<file path="src/rtl/cache_mem_pkg.sv">
// Shared types for the cache/memory arbiter: FSM states, requester ids, line width
// and the latched transaction record.
package cache_mem_pkg;

  localparam int   LINE_WIDTH = 256;
  localparam logic REQ_I      = 1'b0;
  localparam logic REQ_D      = 1'b1;

  typedef enum logic [1:0] {
    IDLE,
    ISSUE,
    RESP
  } arb_state_e;

  typedef struct packed {
    logic        id;
    logic        write;
    logic [31:0] address;
    logic [31:0] data;
    logic [3:0]  mask;
    logic        in_range;
  } arb_txn_t;

endpackage

</file>
<file path="src/rtl/cache_memory_arbiter_if.sv">
// Requester (I/D cache) and memory-side signals of the arbiter.
// master = arbiter, slave = cache controllers plus memory.
interface cache_memory_arbiter_if;
  import cache_mem_pkg::*;

  logic                  i_req;
  logic [31:0]           i_address;
  logic                  i_done;
  logic                  i_error;
  logic [LINE_WIDTH-1:0] i_line;

  logic                  d_req;
  logic                  d_write;
  logic [31:0]           d_address;
  logic [31:0]           d_write_data;
  logic [3:0]            d_write_mask;
  logic                  d_done;
  logic                  d_error;
  logic [LINE_WIDTH-1:0] d_line;

  logic                  mem_write_enable;
  logic [31:0]           mem_address;
  logic [31:0]           mem_write_data;
  logic [3:0]            mem_write_mask;
  logic [LINE_WIDTH-1:0] mem_read_data;

  logic                  busy;

  modport master (
    input  i_req, i_address,
    output i_done, i_error, i_line,
    input  d_req, d_write, d_address, d_write_data, d_write_mask,
    output d_done, d_error, d_line,
    output mem_write_enable, mem_address, mem_write_data, mem_write_mask,
    input  mem_read_data,
    output busy
  );

  modport slave (
    output i_req, i_address,
    input  i_done, i_error, i_line,
    output d_req, d_write, d_address, d_write_data, d_write_mask,
    input  d_done, d_error, d_line,
    input  mem_write_enable, mem_address, mem_write_data, mem_write_mask,
    output mem_read_data,
    input  busy
  );

endinterface

</file>
<file path="src/rtl/cache_mem_rr_picker.sv">
// 2-way round-robin picker: a lone request wins, on a tie the side not granted last wins.
// Purely combinational; no backpressure of its own.
module cache_mem_rr_picker
  import cache_mem_pkg::*;
(
  input  logic [1:0] req,
  input  logic       last_grant,
  output logic       grant_vld,
  output logic       grant_id
);

  assign grant_vld = |req;
  assign grant_id  = (req[REQ_D] && (!req[REQ_I] || last_grant == REQ_I)) ? REQ_D : REQ_I;

endmodule

</file>
<file path="src/rtl/cache_memory_arbiter.sv">
// Shares the block-read/word-write data memory between I-cache refills and D-cache reads/writes.
// Grant in IDLE, memory access in ISSUE, done in RESP (3 cycles); requests are levels held until done.
module cache_memory_arbiter
  import cache_mem_pkg::*;
#(
  parameter int VALID_ADDRESS_WIDTH = 18
) (
  input  logic                   clk,
  input  logic                   reset_n,
  cache_memory_arbiter_if.master bus
);

  arb_state_e state_q, state_d;
  logic       last_grant_q, last_grant_d;
  arb_txn_t   txn_q, txn_d;
  logic       grant_vld, grant_id;
  logic       in_issue, in_resp, rd_ok;

  function automatic logic addr_in_range(input logic [31:0] addr);
    return (addr >> (VALID_ADDRESS_WIDTH + 2)) == 32'd0;
  endfunction

  cache_mem_rr_picker u_picker (
    .req        ({bus.d_req, bus.i_req}),
    .last_grant (last_grant_q),
    .grant_vld  (grant_vld),
    .grant_id   (grant_id)
  );

  always_ff @(posedge clk or negedge reset_n) begin
    if (!reset_n) begin
      state_q      <= IDLE;
      last_grant_q <= REQ_D;
      txn_q        <= '0;
    end else begin
      state_q      <= state_d;
      last_grant_q <= last_grant_d;
      txn_q        <= txn_d;
    end
  end

  always_comb begin
    state_d      = state_q;
    last_grant_d = last_grant_q;
    txn_d        = txn_q;
    case (state_q)
      IDLE: begin
        if (grant_vld) begin
          state_d      = ISSUE;
          last_grant_d = grant_id;
          txn_d        = '0;
          txn_d.id     = grant_id;
          if (grant_id == REQ_D) begin
            txn_d.write   = bus.d_write;
            txn_d.address = bus.d_address;
            txn_d.data    = bus.d_write_data;
            txn_d.mask    = bus.d_write_mask;
          end else begin
            txn_d.address = bus.i_address;
          end
          txn_d.in_range = addr_in_range(txn_d.address);
        end
      end
      ISSUE:   state_d = RESP;
      RESP:    state_d = IDLE;
      default: state_d = IDLE;
    endcase
  end

  // Everything below decodes registered state only, so reset clears it asynchronously.
  assign in_issue = (state_q == ISSUE);
  assign in_resp  = (state_q == RESP);
  assign rd_ok    = in_resp && !txn_q.write && txn_q.in_range;

  assign bus.mem_write_enable = in_issue && txn_q.write && txn_q.in_range;
  assign bus.mem_address      = in_issue ? txn_q.address : 32'd0;
  assign bus.mem_write_data   = in_issue ? txn_q.data    : 32'd0;
  assign bus.mem_write_mask   = in_issue ? txn_q.mask    : 4'd0;

  assign bus.i_done  = in_resp && (txn_q.id == REQ_I);
  assign bus.i_error = bus.i_done && !txn_q.in_range;
  assign bus.i_line  = (rd_ok && txn_q.id == REQ_I) ? bus.mem_read_data : '0;

  assign bus.d_done  = in_resp && (txn_q.id == REQ_D);
  assign bus.d_error = bus.d_done && !txn_q.in_range;
  assign bus.d_line  = (rd_ok && txn_q.id == REQ_D) ? bus.mem_read_data : '0;

  assign bus.busy = (state_q != IDLE);

endmodule

</file>
<file path="src/flat_wrapper.sv">
// flat-port wrapper written by rule: the top's interface ports become plain ports
module cache_memory_arbiter_flat import cache_mem_pkg::*;
#(
  parameter int VALID_ADDRESS_WIDTH = 18
)
  (clk, reset_n, bus_i_req, bus_i_address, bus_i_done, bus_i_error, bus_i_line, bus_d_req, bus_d_write, bus_d_address, bus_d_write_data, bus_d_write_mask, bus_d_done, bus_d_error, bus_d_line, bus_mem_write_enable, bus_mem_address, bus_mem_write_data, bus_mem_write_mask, bus_mem_read_data, bus_busy);
  cache_memory_arbiter_if bus_i ();
  input  logic clk;
  input  logic reset_n;
  input wire logic [$bits(bus_i.i_req)-1:0] bus_i_req;
  input wire logic [$bits(bus_i.i_address)-1:0] bus_i_address;
  output wire logic [$bits(bus_i.i_done)-1:0] bus_i_done;
  output wire logic [$bits(bus_i.i_error)-1:0] bus_i_error;
  output wire logic [$bits(bus_i.i_line)-1:0] bus_i_line;
  input wire logic [$bits(bus_i.d_req)-1:0] bus_d_req;
  input wire logic [$bits(bus_i.d_write)-1:0] bus_d_write;
  input wire logic [$bits(bus_i.d_address)-1:0] bus_d_address;
  input wire logic [$bits(bus_i.d_write_data)-1:0] bus_d_write_data;
  input wire logic [$bits(bus_i.d_write_mask)-1:0] bus_d_write_mask;
  output wire logic [$bits(bus_i.d_done)-1:0] bus_d_done;
  output wire logic [$bits(bus_i.d_error)-1:0] bus_d_error;
  output wire logic [$bits(bus_i.d_line)-1:0] bus_d_line;
  output wire logic [$bits(bus_i.mem_write_enable)-1:0] bus_mem_write_enable;
  output wire logic [$bits(bus_i.mem_address)-1:0] bus_mem_address;
  output wire logic [$bits(bus_i.mem_write_data)-1:0] bus_mem_write_data;
  output wire logic [$bits(bus_i.mem_write_mask)-1:0] bus_mem_write_mask;
  input wire logic [$bits(bus_i.mem_read_data)-1:0] bus_mem_read_data;
  output wire logic [$bits(bus_i.busy)-1:0] bus_busy;
  assign bus_i.i_req = bus_i_req;
  assign bus_i.i_address = bus_i_address;
  assign bus_i_done = bus_i.i_done;
  assign bus_i_error = bus_i.i_error;
  assign bus_i_line = bus_i.i_line;
  assign bus_i.d_req = bus_d_req;
  assign bus_i.d_write = bus_d_write;
  assign bus_i.d_address = bus_d_address;
  assign bus_i.d_write_data = bus_d_write_data;
  assign bus_i.d_write_mask = bus_d_write_mask;
  assign bus_d_done = bus_i.d_done;
  assign bus_d_error = bus_i.d_error;
  assign bus_d_line = bus_i.d_line;
  assign bus_mem_write_enable = bus_i.mem_write_enable;
  assign bus_mem_address = bus_i.mem_address;
  assign bus_mem_write_data = bus_i.mem_write_data;
  assign bus_mem_write_mask = bus_i.mem_write_mask;
  assign bus_i.mem_read_data = bus_mem_read_data;
  assign bus_busy = bus_i.busy;
  cache_memory_arbiter #(.VALID_ADDRESS_WIDTH(VALID_ADDRESS_WIDTH)) u_core (.clk(clk), .reset_n(reset_n), .bus(bus_i));
endmodule
</file>
<file path="config.mk">
export PLATFORM = sky130hd
export DESIGN_NAME = cache_memory_arbiter_flat
export DESIGN_NICKNAME = d
export VERILOG_FILES = /design/src/rtl/cache_mem_pkg.sv /design/src/rtl/cache_memory_arbiter_if.sv /design/src/rtl/cache_mem_rr_picker.sv /design/src/rtl/cache_memory_arbiter.sv /design/src/flat_wrapper.sv
export SDC_FILE = /design/constraint.sdc
export NUM_CORES = 1
export LEC_CHECK = 0
export CELL_PAD_IN_SITES_DETAIL_PLACEMENT = 0
export CELL_PAD_IN_SITES_GLOBAL_PLACEMENT = 2
export CORE_AREA = 2 2 366 368
export CTS_CLUSTER_SIZE = 30
export DETAILED_ROUTE_END_ITERATION = 7
export DIE_AREA = 0 0 368 370
export PLACE_DENSITY = 0.57
export SLEW_MARGIN = 10
export SYNTH_ARGS = -nofsm -noshare
export SYNTH_HDL_FRONTEND = slang
export SYNTH_HIERARCHICAL = 1
export SYNTH_SLANG_ARGS = --single-unit
</file>
<file path="constraint.sdc">
create_clock -name clk -period 2.3 [get_ports clk]
set_input_delay 0.46 -clock clk [delete_from_list [all_inputs] [get_ports clk]]
set_output_delay 0.46 -clock clk [all_outputs]
set_load 0.1 [all_outputs]
</file>
==> impl_metrics.tcl, run 1 <==
set metrics [dict create \
    status "finished with violations" \
    violations "setup timing" \
    crit_path_top_delay_cell "or3b_4" \
    drt_first_pass_iters 4 \
    finalSetupTns_ps -163310 \
    r2r_start "u_core/last_grant_q" \
    layout_commonest_cell "buf_12" \
    io-pin-count 947 \
    worstSetupStartpoint "u_core/state_q[0]" \
    nets 2335 \
    cp_num_cells 7 \
    tightest_slew_ps 665 \
    ys_types 29 \
    avgSynthCellArea_um2 7.27 \
    stdcell_count 3764 \
    clock-sinks 74 \
    gp_congestion 0.858 \
    numPortBuffers 946 \
    setup_ws_ps -423 \
    layout_common_cells "623 x buf_12, 359 x clkdlybuf4s50_1, 300 x and2_4" \
    wl_per_cell_um 27.5 \
    synth_area_um2 7130 \
    slew_viol_final 0 \
    critical_path.max_fanout 13 \
    grt_util_all_layers 0.135 \
    antenna_found_initial 70 \
    initial_core_util 0.0538 \
    max_stage_delay_ps 420 \
    cp_num_buf_inv 4 \
    cts_tree "yes" \
    fin_worst_skew_ps 14.6 \
    routed_wl_um 103000 \
    rows 134 \
    numCtsBuffers 9 \
    dr_total_vias 11024 \
    dp_cells 3670 \
    cp-end-kind "primary output" \
    grt_pass1_wl_um 121000 \
    n_fill_cell 14357 \
    synth_seq_area_share 0.260 \
    drt-initial-drc-count 434 \
    synthCells 980 \
    vias_per_cell 2.93 \
    grt_max_degree 68 \
    cp.arrival_ps 2260 \
    yosys_register_bits 74 \
    rsz0062_at_grt "true" \
    overflow 0 \
    ir_drop_mv 0.718 \
    htreeDepth 3 \
    root_buffer "clkbuf_16" \
    cp.required_ps 1840 \
    dieArea_um2 136000 \
    worstSetupPathType "flop to primary output" \
    antenna_left 0 \
    pre_cts_slack_ps -71.4 \
    max_slew_margin 0.552 \
    drc 0 \
    r2r_setup_slack_ps 490 \
    path_cells "or3b_4 > nor2_4 > buf_12 > clkbuf_16 > buf_12 > and2_4 > buf_12" \
    p_leak_uw 0.0113 \
    finalSetupViolCount 491 \
    clk_path_buf_depth 2 \
    die_w_um 368 \
    fp.dieH_um 370 \
    r2r-end "u_core/txn_q[49]" \
    grt_pass1_vias 10991 \
    max_freq_ghz 0.367 \
    clkSlewWorstSetupHoldPaths_ps 70 \
    endpoint "bus_i_line[83]" \
    worstHoldPathType "input port to asynchronous set/reset pin" \
    rr_worst_depth 5 \
    fin_hold_ws_ps 76.3 \
    clk_latency_ps 370 \
    core_um2 132000 \
    min_period_ps 2720 \
    syn2layout_area_growth_pct 290 \
    synth.net_count 1341 \
    hold_viol 0 \
    maxCapViolCount 0 \
    hpwlAfterDp_um 88100 \
    cellPowerDensity_nw_per_um2 774 \
    start_kind "flop" \
    fin_util 0.210 \
    fin_crit_sh 1.18 \
    cp_common_cell "buf_12" \
    ys_warn_count 6 \
    cp_top_family "simple AND/OR/NAND/NOR gates" \
    drive_gt1_frac 0.628 \
]
## synth_stat cells
cell type / n / area, um2
nor2_4: 1 / 11.3
nand2b_1: 1 / 6.26
dfrtp_1: 73 / 1830
nor3_1: 2 / 10.0
clkbuf_1: 48 / 180
buf_4: 5 / 37.5
clkbuf_2: 21 / 105
or3b_1: 1 / 8.76
and3_1: 1 / 6.26
or3b_4: 1 / 11.3
nand2_1: 111 / 417
nor2b_1: 1 / 6.26
nor2_1: 6 / 22.5
buf_2: 10 / 50.1
a31oi_1: 1 / 6.26
dfstp_2: 1 / 26.3
a21boi_0: 1 / 7.51
nor4_1: 3 / 18.8
nand3_1: 37 / 185
and2_1: 580 / 3630
mux2i_1: 32 / 320
o21ai_0: 32 / 160
nand3b_1: 1 / 7.51
nand4_1: 2 / 12.5
nor4b_1: 1 / 8.76
or2_2: 1 / 6.26
inv_1: 3 / 11.3
buf_6: 2 / 22.5
or2_1: 1 / 6.26
## per-stage QoR
stage,instance area [um2],total power (uW)
floorplan,7740,11700
global placement,25600,18800
detailed placement,25600,18900
CTS,26100,20700
global route,27800,22300
finish,27800,21500
## registers in the layout, summed over array words and instances (netlist names)
name and flops:
u_core/last_grant_q 1, u_core/state_q 2, u_core/txn_q 71
## worst min-delay path by stage
stage                             end  cells after the start  slack, ps
global route         u_core/txn_q[53]                      1        100
global placement     u_core/txn_q[14]                      2        440
detailed placement   u_core/txn_q[27]                      2        450
CTS                  u_core/txn_q[53]                      1         90
floorplan           u_core/state_q[0]                      0        160
finish               u_core/txn_q[53]                      1         80
## kinds of logic (layout without fill, tap and decap cells)
| kind of cell | after synthesis | in the layout | synth area share |
|---|---|---|---|
| other cells | 0 | 17 | 0 |
| mux | 32 | 32 | 0.0449 |
| flops | 74 | 74 | 0.260 |
| simple gates | 751 | 751 | 0.614 |
| buf+inv | 89 | 1088 | 0.0571 |
| compound gates | 34 | 34 | 0.0244 |
## where the power goes
group          internal [uW]  switching [uW]
registers               1950             312
clock network            994             670
logic                   6450           11100
total                   9400           12100
## what timing repair did
action / 4_1_cts / 5_1_grt
hold buffers: 0 / 0
buffers inserted: 1 / 18
hold endpoints to repair: 0 / 0
setup endpoints to repair: 513 / 513
pin swaps: 2 / 26
cloned: 1 / 42
resized for setup: 17 / 362
## metal layers
| layer | vias up | global-route usage | part of all wire |
|---|---|---|---|
| li1 | 5031 | - | - |
| met1 | 5222 | 0.163 | 0.40 |
| met2 | 627 | 0.240 | 0.50 |
| met3 | 126 | 0.0430 | 0.085 |
| met4 | 18 | 0.0166 | 0.016 |
| met5 | - | 0 | 0.0010 |
## cell type report
class | instances | area [um2] | area share
Antenna cell | 17 | 42.5 | 0.00153
Clock buffer | 10 | 239 | 0.00860
Clock inverter | 6 | 95.1 | 0.00342
Inverter | 3 | 11.3 | 0.000405
Multi-Input combinational cell | 817 | 5920 | 0.213
Sequential cell | 74 | 1850 | 0.0667
Tap cell | 1768 | 2210 | 0.0796
Timing Repair Buffer | 1069 | 17400 | 0.627
Note: power is estimated with default switching activity, not from simulation.
==> inputs of run 2 (changes only) <==
- CTS_CLUSTER_DIAMETER: not set -> 40
==> results of run 2 <==
Final layout, timing and power as in run 1 (identical DEF).
==> inputs of run 3 (changes only) <==
- ABC_CLOCK_PERIOD_IN_PS: not set -> 2300
==> results of run 3 <==
Final layout, timing and power as in run 1 (identical DEF).
